[config.mk]
export PLATFORM = sky130hd
export DESIGN_NAME = latch_bank_flat
export DESIGN_NICKNAME = d
export VERILOG_FILES = /design/src/rtl/latch_bank_pkg.sv /design/src/rtl/latch_bank_if.sv /design/src/rtl/latch_bank_shift_ctrl.sv /design/src/rtl/latch_bank.sv /design/src/flat_wrapper.sv
export SDC_FILE = /design/constraint.sdc
export NUM_CORES = 1
export LEC_CHECK = 0
export ABC_AREA = 1
export CAP_MARGIN = 20
export CORE_ASPECT_RATIO = 1.4
export CORE_MARGIN = 4
export CORE_UTILIZATION = 45
export DETAILED_ROUTE_END_ITERATION = 10
export PLACE_DENSITY = 0.77
export SLEW_MARGIN = 20
export SYNTH_ARGS = -nofsm -noshare
export SYNTH_HDL_FRONTEND = slang
export SYNTH_SLANG_ARGS = --single-unit
[constraint.sdc]
create_clock -name clk -period 1.22 [get_ports clk]
set_clock_uncertainty 0.2 [all_clocks]
set_input_delay 0.244 -clock clk [delete_from_list [all_inputs] [get_ports clk]]
set_output_delay 0.244 -clock clk [all_outputs]
set_load 0.05 [all_outputs]
[src/rtl/latch_bank_pkg.sv]
// Shared types for the latch_bank register bank: command opcodes, scan FSM states
// and a small range-check helper used for channel addresses.
package latch_bank_pkg;

  localparam int OP_W = 2;

  typedef enum logic [OP_W-1:0] {
    OP_WRITE  = 2'd0,
    OP_LOCK   = 2'd1,
    OP_UNLOCK = 2'd2,
    OP_SHIFT  = 2'd3
  } cmd_op_e;

  typedef enum logic {
    ST_IDLE  = 1'b0,
    ST_SHIFT = 1'b1
  } shift_state_e;

  // The address field may be wider than needed when CHANNELS is not a power of two.
  function automatic logic in_range(input int unsigned idx, input int unsigned count);
    return idx < count;
  endfunction

endpackage

[src/rtl/latch_bank_if.sv]
// Command handshake bundle for latch_bank: the master issues ops, the bank (slave)
// answers with ready and a one-cycle error pulse.
interface latch_bank_if #(
  parameter int WIDTH    = 8,
  parameter int CHANNELS = 4,
  parameter int ADDR_W   = $clog2(CHANNELS)
);
  import latch_bank_pkg::*;

  logic              cmd_valid;
  logic              cmd_ready;
  cmd_op_e           cmd_op;
  logic [ADDR_W-1:0] cmd_addr;
  logic [WIDTH-1:0]  cmd_data;
  logic              cmd_err;

  modport master (
    output cmd_valid, cmd_op, cmd_addr, cmd_data,
    input  cmd_ready, cmd_err
  );

  modport slave (
    input  cmd_valid, cmd_op, cmd_addr, cmd_data,
    output cmd_ready, cmd_err
  );

endinterface

[src/rtl/latch_bank_shift_ctrl.sv]
// Scan-chain sequencer for latch_bank: walks the whole bank one bit per enabled
// cycle for STEPS cycles after a SHIFT command is accepted.
module latch_bank_shift_ctrl
  import latch_bank_pkg::*;
#(
  parameter int STEPS = 32
) (
  input  logic clk,
  input  logic rst_n,
  input  logic ena,
  input  logic start,
  output logic busy,
  output logic shift_step
);

  localparam int CNT_W = (STEPS > 2) ? $clog2(STEPS) : 1;

  shift_state_e     state_q, state_d;
  logic [CNT_W-1:0] cnt_q, cnt_d;

  // NOTE: state registers use non-blocking assignments so every flop samples
  // pre-edge values and simulation matches the synthesized hardware.
  always_ff @(posedge clk or negedge rst_n) begin
    if (!rst_n) begin
      state_q <= ST_IDLE;
      cnt_q   <= '0;
    end else begin
      state_q <= state_d;
      cnt_q   <= cnt_d;
    end
  end

  // NOTE: every output of this block gets a default first, so no path leaves a
  // signal unassigned and no latch is inferred.
  always_comb begin
    state_d    = state_q;
    cnt_d      = cnt_q;
    shift_step = 1'b0;
    if (ena) begin
      case (state_q)
        ST_IDLE: begin
          if (start) begin
            state_d = ST_SHIFT;
            cnt_d   = CNT_W'(STEPS - 1);
          end
        end
        ST_SHIFT: begin
          shift_step = 1'b1;
          if (cnt_q == '0) state_d = ST_IDLE;
          else             cnt_d   = cnt_q - CNT_W'(1);
        end
        default: state_d = ST_IDLE;
      endcase
    end
  end

  assign busy = (state_q == ST_SHIFT);

endmodule

[src/rtl/latch_bank.sv]
// CHANNELS x WIDTH register bank with write lock, registered readback and an
// optional serial scan chain built only when LATCH_BANK_SHIFT_EN is defined.
module latch_bank
  import latch_bank_pkg::*;
#(
  parameter int WIDTH    = 8,
  parameter int CHANNELS = 4,
  parameter int ADDR_W   = $clog2(CHANNELS)
) (
  input  logic                clk,
  input  logic                rst_n,
  input  logic                ena,
  latch_bank_if.slave         cmd,
  input  logic [ADDR_W-1:0]   rd_addr,
  output logic [WIDTH-1:0]    rd_data,
  output logic [CHANNELS-1:0] locked,
  input  logic                shift_in,
  output logic                shift_out,
  output logic                busy
);

  localparam int BITS = WIDTH * CHANNELS;

  // Packed so the whole bank can be shifted as one BITS-wide vector.
  typedef logic [CHANNELS-1:0][WIDTH-1:0] bank_t;

  bank_t               bank_q, bank_d;
  logic [CHANNELS-1:0] locked_q, locked_d;
  logic [WIDTH-1:0]    rd_data_q, rd_data_d;
  logic                cmd_err_q, cmd_err_d;
  logic                accept;
  logic                cmd_in_range;
  logic                rd_in_range;

  assign cmd_in_range = in_range(32'(cmd.cmd_addr), CHANNELS);
  assign rd_in_range  = in_range(32'(rd_addr), CHANNELS);
  assign accept       = cmd.cmd_valid && cmd.cmd_ready;

`ifdef LATCH_BANK_SHIFT_EN
  logic shift_start;
  logic shift_step;

  assign shift_start = accept && (cmd.cmd_op == OP_SHIFT);

  latch_bank_shift_ctrl #(
    .STEPS (BITS)
  ) u_shift_ctrl (
    .clk        (clk),
    .rst_n      (rst_n),
    .ena        (ena),
    .start      (shift_start),
    .busy       (busy),
    .shift_step (shift_step)
  );

  assign shift_out = bank_q[CHANNELS-1][WIDTH-1];
`else
  logic unused_shift_in;

  assign unused_shift_in = shift_in;
  assign busy            = 1'b0;
  assign shift_out       = 1'b0;
`endif

  assign cmd.cmd_ready = ena && !busy;
  assign cmd.cmd_err   = cmd_err_q;
  assign rd_data       = rd_data_q;
  assign locked        = locked_q;

  always_comb begin
    bank_d    = bank_q;
    locked_d  = locked_q;
    rd_data_d = rd_data_q;
    cmd_err_d = 1'b0;
    if (ena) begin
      rd_data_d = rd_in_range ? bank_q[rd_addr] : '0;
`ifdef LATCH_BANK_SHIFT_EN
      // Locks do not protect against the scan chain; ch0 bit0 is the entry point.
      if (shift_step) bank_d = BITS'({bank_q, shift_in});
`endif
      if (accept) begin
        case (cmd.cmd_op)
          OP_WRITE: begin
            if (cmd_in_range && !locked_q[cmd.cmd_addr]) bank_d[cmd.cmd_addr] = cmd.cmd_data;
            else                                         cmd_err_d            = 1'b1;
          end
          OP_LOCK: begin
            if (cmd_in_range) locked_d[cmd.cmd_addr] = 1'b1;
            else              cmd_err_d              = 1'b1;
          end
          OP_UNLOCK: begin
            if (cmd_in_range) locked_d[cmd.cmd_addr] = 1'b0;
            else              cmd_err_d              = 1'b1;
          end
          OP_SHIFT: begin
`ifndef LATCH_BANK_SHIFT_EN
            cmd_err_d = 1'b1;
`endif
          end
          default: cmd_err_d = 1'b1;
        endcase
      end
    end
  end

  // NOTE: the storage words are ordinary flops with a defined reset value, so
  // they sit in the reset branch like any other state rather than in a RAM.
  always_ff @(posedge clk or negedge rst_n) begin
    if (!rst_n) begin
      bank_q    <= '0;
      locked_q  <= '0;
      rd_data_q <= '0;
      cmd_err_q <= 1'b0;
    end else begin
      bank_q    <= bank_d;
      locked_q  <= locked_d;
      rd_data_q <= rd_data_d;
      cmd_err_q <= cmd_err_d;
    end
  end

endmodule
[src/flat_wrapper.sv]
// flat-port wrapper written by rule: the top's interface ports become plain ports
module latch_bank_flat import latch_bank_pkg::*;
#(
  parameter int WIDTH    = 8,
  parameter int CHANNELS = 4,
  parameter int ADDR_W   = $clog2(CHANNELS)
)
  (clk, rst_n, ena, rd_addr, rd_data, locked, shift_in, shift_out, busy, cmd_cmd_valid, cmd_cmd_op, cmd_cmd_addr, cmd_cmd_data, cmd_cmd_ready, cmd_cmd_err);
  latch_bank_if #(.WIDTH(WIDTH), .CHANNELS(CHANNELS), .ADDR_W(ADDR_W)) cmd_i ();
  input  logic clk;
  input  logic rst_n;
  input  logic ena;
  input  logic [ADDR_W-1:0] rd_addr;
  output logic [WIDTH-1:0] rd_data;
  output logic [CHANNELS-1:0] locked;
  input  logic shift_in;
  output logic shift_out;
  output logic busy;
  input wire logic [$bits(cmd_i.cmd_valid)-1:0] cmd_cmd_valid;
  input wire logic [$bits(cmd_i.cmd_op)-1:0] cmd_cmd_op;
  input wire logic [$bits(cmd_i.cmd_addr)-1:0] cmd_cmd_addr;
  input wire logic [$bits(cmd_i.cmd_data)-1:0] cmd_cmd_data;
  output wire logic [$bits(cmd_i.cmd_ready)-1:0] cmd_cmd_ready;
  output wire logic [$bits(cmd_i.cmd_err)-1:0] cmd_cmd_err;
  assign cmd_i.cmd_valid = cmd_cmd_valid;
  assign cmd_i.cmd_op = cmd_cmd_op;
  assign cmd_i.cmd_addr = cmd_cmd_addr;
  assign cmd_i.cmd_data = cmd_cmd_data;
  assign cmd_cmd_ready = cmd_i.cmd_ready;
  assign cmd_cmd_err = cmd_i.cmd_err;
  latch_bank #(.WIDTH(WIDTH), .CHANNELS(CHANNELS), .ADDR_W(ADDR_W)) u_core (.clk(clk), .rst_n(rst_n), .ena(ena), .cmd(cmd_i), .rd_addr(rd_addr), .rd_data(rd_data), .locked(locked), .shift_in(shift_in), .shift_out(shift_out), .busy(busy));
endmodule
* Yosys cells after proc, flatten, opt, wreduce, memory -nomap -nowiden *
Cells that the tools add are included.

storage, ports and cells
  register bits = 45
  output and inout port bits = 16
  logic and storage cells = 38

cells by class
  bitwise gates (word level) = 4
  order comparisons = 3
  multiplexer cells = 14
  equal/unequal tests = 3
  reduce and logical (&&, ||, !) cells = 7

operators by type and width
  kind                  number
  $bwmux W32            1
  $bmux W8 S2           1
  $demux W8 S2          1
  $mux W8               2
  $pmux W4 S2           1
  $lt A2 B3 Y1 const B  2
  $mux W1               5
  $and A4 B4 Y4         1
  $eq A2 B2 Y1 const B  2
  $not A4 Y4            1
  $or A4 B4 Y4          1
  $reduce_and A4 Y1     1
  $pmux W1 S3           1
  $reduce_and A3 Y1     1
  $bmux W1 S2           1
  $demux W1 S2          1
  $eq A2 B1 Y1 const B  1
  $ge A2 B1 Y1 const B  1
  $logic_and A1 B1 Y1   2
  $logic_not A2 Y1      1
  $reduce_bool A2 Y1    1
  $reduce_or A2 Y1      1
  $not A1 Y1            1

* Longest topological paths before layout *
  depth in word-level cells = 7
  depth in mapped cells = 8

* Worst setup path before layout *
OpenSTA, ideal clock, no wires.

  path type = flip-flop to flip-flop
  from = reg with a tool-made name
  to = reg u_core.bank_q[0] in the netlist's numbering
  data arrival time = 1.330 ns
  data required time = 0.903 ns
  setup slack = -0.427 ns
  stages on the path, launching flop included = 7
  cell sequence = dfrtp_1 -> nand3_1 -> nand2_2 -> nor2_8 -> nand3_4 -> nand2_1 -> nand2_1

RTL lines
  what                    RTL line           RTL
  end signal: assignment  latch_bank.sv:115  bank_q <= bank_d;
  end: declaration        latch_bank.sv:27   bank_t bank_q, bank_d;

==> impl_metrics.csv <==
group,metric,value,unit
global_route,met2_usage,0.3702,
global_route,grtUsageMet3,0.04447,
synthesis,yosys_warnings,0,
critical_path,critPathCaptureType,"flop",
clocking,cts.reportedPaths.clkPinSlew,0.08,ns
sta,setup_viol_count_final,46,
clocking,clk_path_buf_depth,2,
cells_and_area,drive_above_1_share,0.3599,
synthesis,ys_types,21,
synthesis,synth_top_area_cell,"dfrtp_1",
sta,fin_ws,-0.2415,ns
power_and_ir_drop,p_per_area,1376,nW/um2
critical_path,worstReg2RegEnd,"u_core.bank_q[10]",
sta,drv_slew,0,
cells_and_area,antenna_cells,0,
drt,drc,0,
sta,hold_ws,0.1254,ns
synthesis,syn_area,2332,um2
global_route,grt_overflow,0,
drt,dr.pass1.iters,5,
global_route,antenna_found_initial,0,
cells_and_area,final_cells,428,
clocking,cts_buffers,5,
cells_and_area,nets,385,
cells_and_area,nFillCells,363,
die,start_util,0.4743,
sta,max_freq,0.6842,GHz
critical_path,critPathKind,"reg2reg",
die,die_x,68.85,um
clocking,cts_sinks,45,
drt,drt_iter0_markers,199,
sta,period_needed,1.462,ns
critical_path,cp_max_fo,8,
global_route,busiest_layer,"met2",
clocking,cts_tree,"yes",
die,die_h,93.18,um
power_and_ir_drop,power_leakage,1.731,nW
clocking,clk_latency,0.30,ns
place,pre_cts_ws,-0.7271,ns
sta,rsz0062_at_grt,"true",
critical_path,slowest_delay,0.43,ns
critical_path,r2r_slack,-0.24,ns
drt,routed_via_density,5.498,
min_path,hp-class,"in2async",
critical_path,crit_chain,"nand3_2 > nand2_4 > nor2_4 > nand3_4 > nand2_1 > nand2_1",
critical_path,r2r_cells,6,
global_route,grt_usage,0.2173,
critical_path,crit_top_cell,"nand2_1",
place,hpwl,4354,um
critical_path,crit_path_top_delay_cell,"dfrtp_2",
critical_path,start_kind,"flop",
die,core,4917,um2
clocking,cts_max_level,2,
clocking,ctsRootBufferMaster,"clkbuf_8",
sta,hold_viol,0,
place,place.port_buffers,31,
synthesis,syn_area_per_cell,8.241,um2
drt,antenna_left,0,
flow_run,cap_violations,0,
synthesis,synth_cells,283,
cells_and_area,area_growth,47.21,%
power_and_ir_drop,irDropWorstVdd,0.8238,mV
status,violations,"setup timing",
place,dp_cells,401,
place,routabilityCongestion,0.8275,
sta,period_share,1.198,
drt,routedWlPerCell,15.54,um
global_route,grt_pass1_vias,2276,
sta,finalSetupTns,-8.429,ns
global_route,grtUsageMet1,0.2531,
drt,vias,2353,
synthesis,ys_ff_latch,45,
critical_path,crit_arrival,1.45,ns
die,io_pins,35,
synthesis,synth_area_leaders,"dfrtp_1, nand2_1, nand4_1, nor2_1, o21ai_0",
synthesis,synth-seq-area-share,0.4828,
drt,wl,6651,um
critical_path,cp.required,1.21,ns
die,die_area,6415,um2
power_and_ir_drop,power,4.724,mW
global_route,grt_max_degree,40,
global_route,grt_pass1_wl,10490,um
die,std_cell_rows,30,
status,status,"finished, violations left",
synthesis,yosys.area.top_type_share,0.4828,
-- worst max-delay path: cells and delay by family (launching register included) --
family           cells  cell delay (ns)
flip-flops           1             0.43
AND/OR/NAND/NOR      6             0.71
-- power by group --
group | internal, mW | total (mW) | switching (mW)
registers | 1.77 | 1.98 | 0.206
logic | 0.837 | 1.77 | 0.932
clock network | 0.459 | 0.978 | 0.519
total | 3.07 | 4.72 | 1.66
-- sequential cells by signal, indices dropped and copies added (netlist names), named ones only --
register / flops
u_core.bank_q: 32
u_core.rd_data: 8
u_core.cmd.cmd_err: 1
-- synth_stat cells --
cell type,n
a21oi_1,4
a31oi_1,4
buf_2,10
buf_4,3
buf_8,3
clkbuf_1,2
conb_1,1
dfrtp_1,45
ha_1,3
inv_1,17
inv_2,1
nand2_1,84
nand2_2,3
nand3_1,3
nand3_4,4
nand4_1,32
nor2_1,36
nor2_2,2
nor2_8,2
o21ai_0,23
o21ai_1,1
-- worst max path at each step --
stage                         start           endpoint  slack, ns  depth (start not counted)
floorplan                      flop   u_core.bank_q[0]      -0.29                          6
global placement    cmd_cmd_addr[0]  u_core.bank_q[26]      -0.69                          8
detailed placement  cmd_cmd_addr[0]  u_core.bank_q[26]      -0.73                          8
finish                         flop  u_core.bank_q[10]      -0.24                          6
global route                   flop  u_core.bank_q[10]      -0.30                          6
CTS                            flop          locked[1]      -0.22                          2
-- timing repair --
| action | 4_1_cts | 5_1_grt |
|---|---|---|
| hold buffers | 1 | 0 |
| buffers inserted | 6 | 11 |
| gates resized for setup | 36 | 29 |
| gates cloned | 1 | 1 |
| endpoints found under the hold margin | 45 | 0 |
| setup endpoints to repair | 59 | 58 |
| pin swaps | 17 | 14 |
-- per-layer routing --
| layer | vias up | share of wire |
|---|---|---|
| met5 | - | 0 |
| met4 | 0 | 0.041 |
| met3 | 29 | 0.067 |
| met2 | 105 | 0.55 |
| met1 | 1127 | 0.34 |
| li1 | 1092 | - |
-- metrics by stage --
step,util,area [um2]
2_1_floorplan,-,2387
3_3_place_gp,0.6318,3107
3_5_place_dp,0.6318,3107
4_1_cts,0.6799,3343
5_1_grt,0.6982,3433
6_report,0.6982,3433
-- layout by cell type (no fill, tap or decap), drive strengths merged --
cell	count
dlygate4sd2	2
clkinv	2
o21ai	24
a21oi	4
ha	3
buf	73
clkbuf	11
nand3	7
nor2	41
a31oi	4
nand2	87
dfrtp	45
nand4	32
inv	18
conb	2
clkdlybuf4s50	8
dlygate4sd3	1
-- cell type report --
| class | count | area (um2) | area share |
|---|---|---|---|
| well taps | 64 | 80.08 | 0.02332 |
| clock inverters | 2 | 13.76 | 0.004009 |
| repair buffers | 89 | 932.1 | 0.2715 |
| multi-input cells | 204 | 1124 | 0.3273 |
| inverters | 18 | 70.07 | 0.02041 |
| flip-flops and latches | 45 | 1131 | 0.3294 |
| clock buffers | 6 | 82.58 | 0.02405 |
-- cell families after synthesis --
kind of cell | Yosys count | share of synthesized area
flops | 45 | 0.4828
buf+inv | 36 | 0.08262
other cells | 1 | 0.001608
fa+ha+maj | 3 | 0.01610
compound gates | 32 | 0.07081
simple gates | 166 | 0.3460
(Power assumes the default switching activity.)
